--- config.mk ---
export PLATFORM = sky130hd
export DESIGN_NAME = mod_multi_square
export DESIGN_NICKNAME = d
export VERILOG_FILES = /design/src/rtl/mod_multi_square.sv
export SDC_FILE = /design/constraint.sdc
export NUM_CORES = 1
export LEC_CHECK = 0
export ABC_AREA = 1
export CAP_MARGIN = 20
export CORE_MARGIN = 10
export CORE_UTILIZATION = 45
export CTS_CLUSTER_DIAMETER = 120
export DETAILED_ROUTE_END_ITERATION = 8
export PLACE_DENSITY = 0.83
export SYNTH_ARGS = -nofsm -noshare
export SYNTH_HDL_FRONTEND = slang
export SYNTH_SLANG_ARGS = --single-unit
--- constraint.sdc ---
create_clock -name clk -period 1.67 [get_ports clk]
set_input_delay 0.2505 -clock clk [delete_from_list [all_inputs] [get_ports clk]]
set_output_delay 0.2505 -clock clk [all_outputs]
set_load 0.005 [all_outputs]
--- src/rtl/mod_multi_square.sv ---
// mod_multi_square: raises a GF(2^M) element to the power 2^k by repeated
// squaring, applying up to S squarings per clock while the operation runs.
// The field is GF(2^M) with reduction trinomial x^M + x^K + 1, polynomial
// basis, bit i of a vector being the coefficient of x^i.
module mod_multi_square #(
  parameter int M     = 257,
  parameter int K     = 12,
  parameter int S     = 1,
  parameter int CNT_W = 9
) (
  input  logic             clk,
  input  logic             rst,
  input  logic             start,
  input  logic [M-1:0]     din,
  input  logic [CNT_W-1:0] count,
  output logic             busy,
  output logic             done,
  output logic [M-1:0]     dout
);

  localparam logic [1:0] ST_IDLE = 2'd0;
  localparam logic [1:0] ST_RUN  = 2'd1;
  localparam logic [1:0] ST_DONE = 2'd2;

  // Largest number of squarings a single RUN cycle may consume.
  localparam logic [CNT_W-1:0] S_CNT = CNT_W'(S);

  logic [1:0]       state_reg, state_next;
  logic [M-1:0]     acc_reg, acc_next;
  logic [CNT_W-1:0] rem_reg, rem_next;
  logic [M-1:0]     acc_step;

  // One full field squaring. The coefficient of x^i moves to x^(2i), giving a
  // product of degree up to 2M-2. Terms at degree j >= M are folded through
  // x^M = x^K + 1, i.e. x^j -> x^(j-M+K) + x^(j-M). Walking j from the top
  // down guarantees that a fold landing at or above M (possible because
  // j-M+K can still exceed M-1) is itself folded later in the same walk, so
  // the result always has degree < M. Everything reduces to XOR gates.
  function automatic logic [M-1:0] gf_sq(input logic [M-1:0] a);
    logic [2*M-2:0] t;
    t = '0;
    for (int i = 0; i < M; i++) begin
      t[2*i] = a[i];
    end
    for (int j = 2*M-2; j >= M; j--) begin
      t[j-M+K] = t[j-M+K] ^ t[j];
      t[j-M]   = t[j-M]   ^ t[j];
      t[j]     = 1'b0;
    end
    return t[M-1:0];
  endfunction

  // Chain of S squarers; the tap taken is min(S, rem) squarings deep so the
  // final RUN cycle never overshoots the requested count.
  always_comb begin
    logic [M-1:0] sq_chain;
    sq_chain = acc_reg;
    acc_step = acc_reg;
    for (int i = 1; i <= S; i++) begin
      sq_chain = gf_sq(sq_chain);
      if (rem_reg >= CNT_W'(i)) begin
        acc_step = sq_chain;
      end
    end
  end

  // Next-state logic: starts are taken only when not running; RUN consumes
  // up to S squarings per cycle and exits to DONE once the count is used up.
  always_comb begin
    state_next = state_reg;
    acc_next   = acc_reg;
    rem_next   = rem_reg;
    case (state_reg)
      ST_RUN: begin
        acc_next = acc_step;
        if (rem_reg <= S_CNT) begin
          rem_next   = '0;
          state_next = ST_DONE;
        end else begin
          rem_next = rem_reg - S_CNT;
        end
      end
      default: begin
        // IDLE and DONE behave alike: a start loads a fresh operand, and with
        // no start the machine rests in IDLE while acc keeps the last result.
        if (start) begin
          acc_next   = din;
          rem_next   = count;
          state_next = (count == '0) ? ST_DONE : ST_RUN;
        end else begin
          state_next = ST_IDLE;
        end
      end
    endcase
  end

  // State registers with synchronous reset that also overrides a start.
  always_ff @(posedge clk) begin
    if (rst) begin
      state_reg <= ST_IDLE;
      acc_reg   <= '0;
      rem_reg   <= '0;
    end else begin
      state_reg <= state_next;
      acc_reg   <= acc_next;
      rem_reg   <= rem_next;
    end
  end

  // acc is only rewritten by RUN or by an accepted start, so it holds the
  // result from the done pulse until the next operation begins.
  assign busy = (state_reg == ST_RUN);
  assign done = (state_reg == ST_DONE);
  assign dout = acc_reg;

endmodule

==> results of run 1 <==
==> where the power goes <==
group | internal (mW) | switching [mW] | total (mW) | leakage, nW
Sequential | 7.33 | 1.04 | 8.37 | 2.28
Clock | 4.37 | 2.98 | 7.35 | 0.531
Combinational | 4.69 | 5.54 | 10.2 | 10.5
Total | 16.4 | 9.56 | 26.0 | 13.3
==> per-stage QoR <==
| stage | TNS, ps | hold slack (ps) |
|---|---|---|
| after detailed placement | -15300 | 496.6 |
| final | -32920 | 368.3 |
| after global routing | -46230 | 393.7 |
| after CTS | -12110 | 317.6 |
| after global placement | -8530 | 487.1 |
| after floorplan | 0 | 319.6 |
==> worst max-delay path: cells and delay by family, from the launching register on <==
| family | cells | cell delay, ps |
|---|---|---|
| adders and majority gates | 1 | 120 |
| DFF | 1 | 360 |
| buffers and inverters | 5 | 610 |
| and+or+nand+nor | 8 | 780 |
==> path summary, 6_finish.rpt <==
path	to	cells past startpoint	from	slack, ps
setup / recovery	dout[11]$_SDFFE_PP0P_	14	rem_reg[1]$_SDFFE_PP0P_	-260
hold / removal	dout[70]$_SDFFE_PP0P_	5	din[70]	370
setup reg to reg	dout[11]$_SDFFE_PP0P_	14	rem_reg[1]$_SDFFE_PP0P_	-260
hold reg to reg	dout[83]$_SDFFE_PP0P_	2	dout[83]$_SDFFE_PP0P_	500
==> timing repair <==
item | in CTS | in global routing
cloned | 34 | 15
buffers inserted | 49 | 16
resized for setup | 643 | 306
hold buffers | 0 | 0
endpoints found under the setup margin | 474 | 267
pin swaps | 38 | 55
==> layout by cell type (no fill, tap or decap), types with 3 or more instances in the layout <==
master,count
a21boi_1,9
nand3_2,16
a21oi_2,49
buf_16,23
clkinv_2,7
a21oi_4,7
a21oi_1,185
buf_8,4
nor2_1,287
nand2_1,754
diode_2,7
nand2_2,86
dlygate4sd2_1,252
o21ai_0,73
buf_12,65
clkdlybuf4s50_1,274
nand2_8,3
clkinvlp_4,3
nand2_4,50
xor2_1,37
o21ai_1,4
nor2_2,67
a21boi_0,122
inv_1,170
clkbuf_8,9
bufinv_16,4
clkbuf_16,44
dfxtp_2,81
dfxtp_1,148
nor2_4,42
buf_4,119
nand3_1,122
nand4_1,3
buf_6,12
dfxtp_4,39
==> per-layer routing <==
layer  vias to the layer above  global-route usage, %
met5                         -                      0
met4                         4                  21.50
met3                       397                  10.65
met2                      1580                  60.79
met1                      9553                  40.52
li1                       9238                      -
==> cells by family after synthesis <==
group / count (synthesis) / synth area share, %
AOI/OAI and AO/OA: 451 / 16.75
xor gates and xnor gates: 39 / 2.209
adders and majority gates: 2 / 0.1618
buffers and inverters: 348 / 10.15
DFF: 268 / 34.69
and+or+nand+nor: 1432 / 36.04
==> cell type report <==
cell class / count / area [um2] / area share (%)
Antenna cell: 7 / 17.52 / 0.06656
Clock buffer: 40 / 899.6 / 3.418
Clock inverter: 14 / 177.7 / 0.6751
Inverter: 174 / 675.6 / 2.567
Multi-Input combinational cell: 1925 / 10040 / 38.14
Sequential cell: 268 / 5613 / 21.33
Tap cell: 448 / 560.5 / 2.130
Timing Repair Buffer: 764 / 8335 / 31.67
==> summary.md, run 1 <==
| Metric | Value |
|---|---|
| Most numerous cell in the Yosys netlist | nand2_1 |
| Met2 Wirelength | 39,390 um |
| Maximum operating frequency | 0.5181 GHz |
| First-pass detailed-route iteration total | 9 |
| Clock tree from TritonCTS | yes |
| Peak per-stage delay on the critical path | 360 ps |
| Async S/R FF share, synth | 0% |
| Clock net sink count | 268 |
| Max-cap violations | 0 |
| Number of register bits inferred by synthesis | 268 |
| Clock transition at the register clock pins on the worst setup and hold paths after CTS | 70 ps |
| Post-detail-place hpwl | 57,290 um |
| Hold Fails Final Rpt | 0 |
| Initial antenna violation count | 7 |
| Area of the mapped netlist | 15,470 um2 |
| Post-Route Skew | 12.26 ps |
| Fraction of layout instances using a drive strength above 1 | 23.23% |
| Worst Setup End Kind | register |
| Highest metal layer with signal wires | met5 |
| Vias post-DR | 20,770 |
| Clock latency at the later pin of the worst-skew pair | 570 ps |
| Routed metal-1 wire length | 29,590 um |
| DRC violation count after routing | 0 |
| Maximum number of buffers from clock root to sink | 3 |
| Number of warning messages in the yosys log | 0 |
| Top FF cell, synth | dfxtp_1 |
| Initial DRC count | 2,343 |
| Core Box Area | 33,700 um2 |
| Worst slack after detailed placement | -235.8 ps |
| Synthesis-to-layout area growth | 70.16% |
| Global-route wire length before repair | 119,300 um |
| Layout Nets | 3,434 |
| Initial Utilization | 45.89% |
| Worst IR Drop VDD | 0.9641 mV |
| Number of placed cells counting well taps | 3,487 |
| Most common cell on crit path | nand2_1 |
| WS Path Type | reg -> reg |
| Total of buffers placed on input and output ports | 527 |
| Yosys cell types | 23 |
| Clock tree root buffer cell | clkbuf_16 |
| Setup ws final | -260.3 ps |
| CP Launch Type | register |
| Violated checks | setup timing |
| Leak pwr | 13.30 nW |
| Drt total wl | 86,040 um |
| Actual slew at the worst max-slew pin | 614.1 ps |
| Die Y | 205.4 um |
| Flip-flop count of the largest register, all copies and words added | 257 |
| Grt total ovfl | 0 |
| Endpoints failing setup | 259 |
| Fraction of the yosys area taken by sequential cells | 34.69% |
| Cell at the slowest stage of the critical path | dfxtp_4 |
| Portion of the clock cycle consumed by the worst path in the final layout | 115.6% |
| Design Area, Final | 26,320 um2 |
| Full die area | 42,190 um2 |
| Series of cell instances along the critical path | inv_4, ha_4, nand2_2, nor2_1, nand2_1, nand3_4, buf_12, nand2_8, buf_12, buf_8, buf_16, nand2_1, nand2_1, nor2_1 |
| List of most frequent post-synthesis cells | 891 x nand2_1, 393 x nor2_1, 268 x dfxtp_1 |
| Class of the tightest hold or removal check | in -> reg |
| Setup repair after global routing missed its margin | yes |
| Fill count | 2,356 |
| Mean cell area of the mapped netlist | 6.089 um2 |
| Util after Layout | 78.09% |
| Worst Path Required | 2180 ps |
| Time the worst path needs with I/O delays and setup | 1930 ps |
| Std-Cell Rows | 67 |
| Gp weighted congestion | 0.9753 |
| Vias in the first global route | 19,960 |
| Arrival time at the worst endpoint | 2440 ps |
| DP Area | 22,040 um2 |
| Total CTS buffers | 30 |
| Detailed-route wire length per cell | 23.64 um |
| Total power of the final layout | 25.95 mW |
| Maximum number of pins on one net before global-route repair | 45 |
| Largest area contributor in the netlist | dfxtp_1 |
| Number of enable-type register cells in the synthesized netlist | 0 |
| Antenna violation net count after detailed routing | 0 |
| Chip width | 205.4 um |
| CTS H-Tree Depth | 1 |
| Slew Limit Headroom | 58.63% |
| Cells taking the most area after synthesis | dfxtp_1 35%, nand2_1 22%, nor2_1 9.5%, a21oi_1 7.8%, a21boi_0 6.4% |
| Detailed route wirelength on metal3 | 10,440 um |
| Non-filler cells in the finished layout | 3,640 |
| Power density cells | 986.0 nW/um2 |
| Synth Net Count | 2,811 |
| Critical path fanouts, max | 8 |
| I/O pin total | 528 |
| GRT Overall Usage | 36.39% |
| Final max-slew violation count | 0 |
| Synthesized netlist cell count | 2,540 |
| Via/cell ratio | 5.707 |
| Status | complete, but fails checks |
| Synth top area share | 34.69% |
(Power assumes the default switching activity.)
==> run 2: changes to the inputs <==
--- a/config.mk
+++ b/config.mk
@@ -13,4 +13,5 @@
 export DETAILED_ROUTE_END_ITERATION = 8
 export PLACE_DENSITY = 0.83
+export RECOVER_POWER = 100
 export SYNTH_ARGS = -nofsm -noshare
 export SYNTH_HDL_FRONTEND = slang
==> constraint.sdc (replaced) <==
create_clock -name clk -period 1.67 [get_ports clk]
set_input_delay 0.2505 -clock clk [delete_from_list [all_inputs] [get_ports clk]]
set_output_delay 0.2505 -clock clk [all_outputs]
set_load 0.02 [all_outputs]
==> summary.md, run 2 (synthesis gave the netlist of run 1 again) <==
| Metric | Value |
|---|---|
| Power density cells | 985.8 nW/um2 (about the same) |
| Die Y | 205.4 um (unchanged) |
| Critical path fanouts, max | 42 (+34) |
| Worst IR Drop VDD | 1.068 mV (+11%) |
| Slew Limit Headroom | 55.13% (-3.5 points) |
| Drt total wl | 90,030 um (+4.6%) |
| Antenna violation net count after detailed routing | 0 (unchanged) |
| I/O pin total | 528 (unchanged) |
| Clock net sink count | 268 (unchanged) |
| Portion of the clock cycle consumed by the worst path in the final layout | 114.7% (-0.88 points) |
| DRC violation count after routing | 0 (unchanged) |
| Maximum number of buffers from clock root to sink | 3 (unchanged) |
| Hold Fails Final Rpt | 0 (unchanged) |
| Initial antenna violation count | 6 (-1) |
| Status | complete, but fails checks |
| Class of the tightest hold or removal check | in -> reg |
| Leak pwr | 13.67 nW (+2.8%) |
| Design Area, Final | 27,290 um2 (+3.7%) |
| Peak per-stage delay on the critical path | 350 ps (about the same) |
| Via/cell ratio | 5.811 (+1.8%) |
| Violated checks | setup timing |
| Max-cap violations | 0 (unchanged) |
| WS Path Type | reg -> reg |
| Flip-flop count of the largest register, all copies and words added | 257 (unchanged) |
| CP Launch Type | register |
| Most common cell on crit path | buf_4 |
| Commonest cells after routing, fill and taps aside | 772 x nand2_1, 299 x nor2_1, 268 x clkdlybuf4s50_1 |
| Chip width | 205.4 um (unchanged) |
| Vias post-DR | 21,280 (+2.5%) |
| Clock tree from TritonCTS | yes |
| Endpoints failing setup | 275 (+6.2%) |
| Worst Setup End Kind | register |
| Most frequent standard cell in the layout excluding fill and tap cells | nand2_1 |
| DP Area | 22,080 um2 (+0.20%) |
| Number of logic stages on the critical path including buffering | 10 (-4) |
| Initial DRC count | 2,334 (-0.38%) |
| Post-detail-place hpwl | 56,890 um (-0.69%) |
| Fraction of layout instances using a drive strength above 1 | 23.70% (+0.47 points) |
| Setup repair after global routing missed its margin | yes |
| Grt total ovfl | 0 (unchanged) |
| Total CTS buffers | 31 (+3.3%) |
| Gate family responsible for the most delay along the worst path | buffers and inverters |
| Crit Reg-Reg Startpoint | state_reg[1]$_SDFFE_PP0P_ |
| Post-cts hold buffer count | 0 (unchanged) |
| Worst reg2reg path depth | 10 (-4) |
| Vias in the first global route | 20,130 (+0.85%) |
| Std-Cell Rows | 67 (unchanged) |
| Arrival time at the worst endpoint | 2380 ps (-60 ps) |
| Cell at the slowest stage of the critical path | a21boi_0 |
| Buffer and inverter count on the worst path | 4 (-1) |
| Final max-slew violation count | 0 (unchanged) |
| Synthesis-to-layout area growth | 76.46% |
| CTS H-Tree Depth | 1 (unchanged) |
| Post-Route Skew | 10.93 ps (-1.335 ps) |
| Worst hold stages | 5 (unchanged) |
| Global-route wire length before repair | 122,400 um (+2.6%) |
| Clock transition at the register clock pins on the worst setup and hold paths after CTS | 60 ps (about the same) |
| First-pass detailed-route iteration total | 8 (-1) |
| Actual slew at the worst max-slew pin | 667.0 ps (+52.91 ps) |
| Util after Layout | 80.98% (+2.9 points) |
| Gp weighted congestion | 0.9505 (-2.5%) |
| Total of buffers placed on input and output ports | 527 (unchanged) |
| Maximum number of pins on one net before global-route repair | 57 (+27%) |
| Core Box Area | 33,700 um2 (unchanged) |
| Clock tree root buffer cell | clkbuf_16 |
| Time the worst path needs with I/O delays and setup | 1916 ps (-14.72 ps) |
| Layout Nets | 3,459 (+0.73%) |
| Launch point of the worst hold path | din[34] |
| Number of placed cells counting well taps | 3,495 (+0.23%) |
| Maximum operating frequency | 0.5220 GHz (+0.77%) |
| Series of cell instances along the critical path | inv_2, nand2_8, buf_4, buf_12, buf_4, a21oi_1, a21boi_0, nand3_2, nand2_1, nor2_1 |
| Full die area | 42,190 um2 (unchanged) |
| Timing startpoint of the critical path | state_reg[1]$_SDFFE_PP0P_ |
| Non-filler cells in the finished layout | 3,663 (+0.63%) |
| Setup ws final | -245.6 ps (+14.72 ps) |
| Detailed-route wire length per cell | 24.58 um (+4.0%) |
| Initial Utilization | 45.89% (unchanged) |
| Accumulated negative setup slack | -18,290 ps (+14,630 ps) |
| GRT Overall Usage | 37.43% (+1.0 points) |
| Clock latency at the later pin of the worst-skew pair | 570 ps (about the same) |
| Worst Path Required | 2140 ps (-40 ps) |
## run 2: path summary, 6_finish.rpt
kind	endpoint	slack (ps)
worst min-delay path	dout[34]$_SDFFE_PP0P_	370
worst max register to register	dout[19]$_SDFFE_PP0P_	-250
worst min register to register	dout[63]$_SDFFE_PP0P_	500
worst max-delay path	dout[19]$_SDFFE_PP0P_	-250
## run 2: report_power, final
group | switching [mW] | leakage [nW] | internal (mW)
clock | 2.94 | 0.493 | 3.99
combinational | 6.74 | 10.9 | 4.94
sequential | 1.04 | 2.23 | 7.25
## run 2: metal layers
metal,track usage (%),vias up,wire length [um]
met5,0,-,35
li1,-,9311,-
met2,62.33,1681,41410
met3,10.00,507,10370
met4,21.13,6,7136
met1,42.77,9779,31070
## run 2: what timing repair did
action	in CTS	in global routing
cloned	46	21
endpoints found under the setup margin	417	294
resized for setup	561	448
pin swaps	49	114
buffers inserted	43	25
## run 2: cell type report
| cell class | count | area, um2 |
|---|---|---|
| multi-input combinational | 1925 | 10720 |
| tap | 448 | 560.5 |
| clock inverter | 7 | 65.06 |
| sequential | 268 | 5384 |
| antenna | 4 | 10.01 |
| fill | 2227 | 6409 |
| clock buffer | 49 | 943.4 |
| timing repair buffer | 788 | 8936 |
| inverter | 174 | 670.6 |
## run 2: per-stage QoR
step	setup WS, ps	hold slack [ps]	total power, mW
2_1_floorplan	186.2	319.6	12.85
3_3_place_gp	-221.3	488.0	17.42
3_5_place_dp	-243.7	496.8	17.52
4_1_cts	-271.5	356.9	25.02
5_1_grt	-320.5	390.8	27.78
6_report	-245.6	368.1	26.90
## run 2: tightest hold or removal path, delay by kind of cell
| family | cells | cell delay, ps |
|---|---|---|
| buffers and inverters | 1 | 400 |
| AND/OR/NAND/NOR | 4 | 250 |
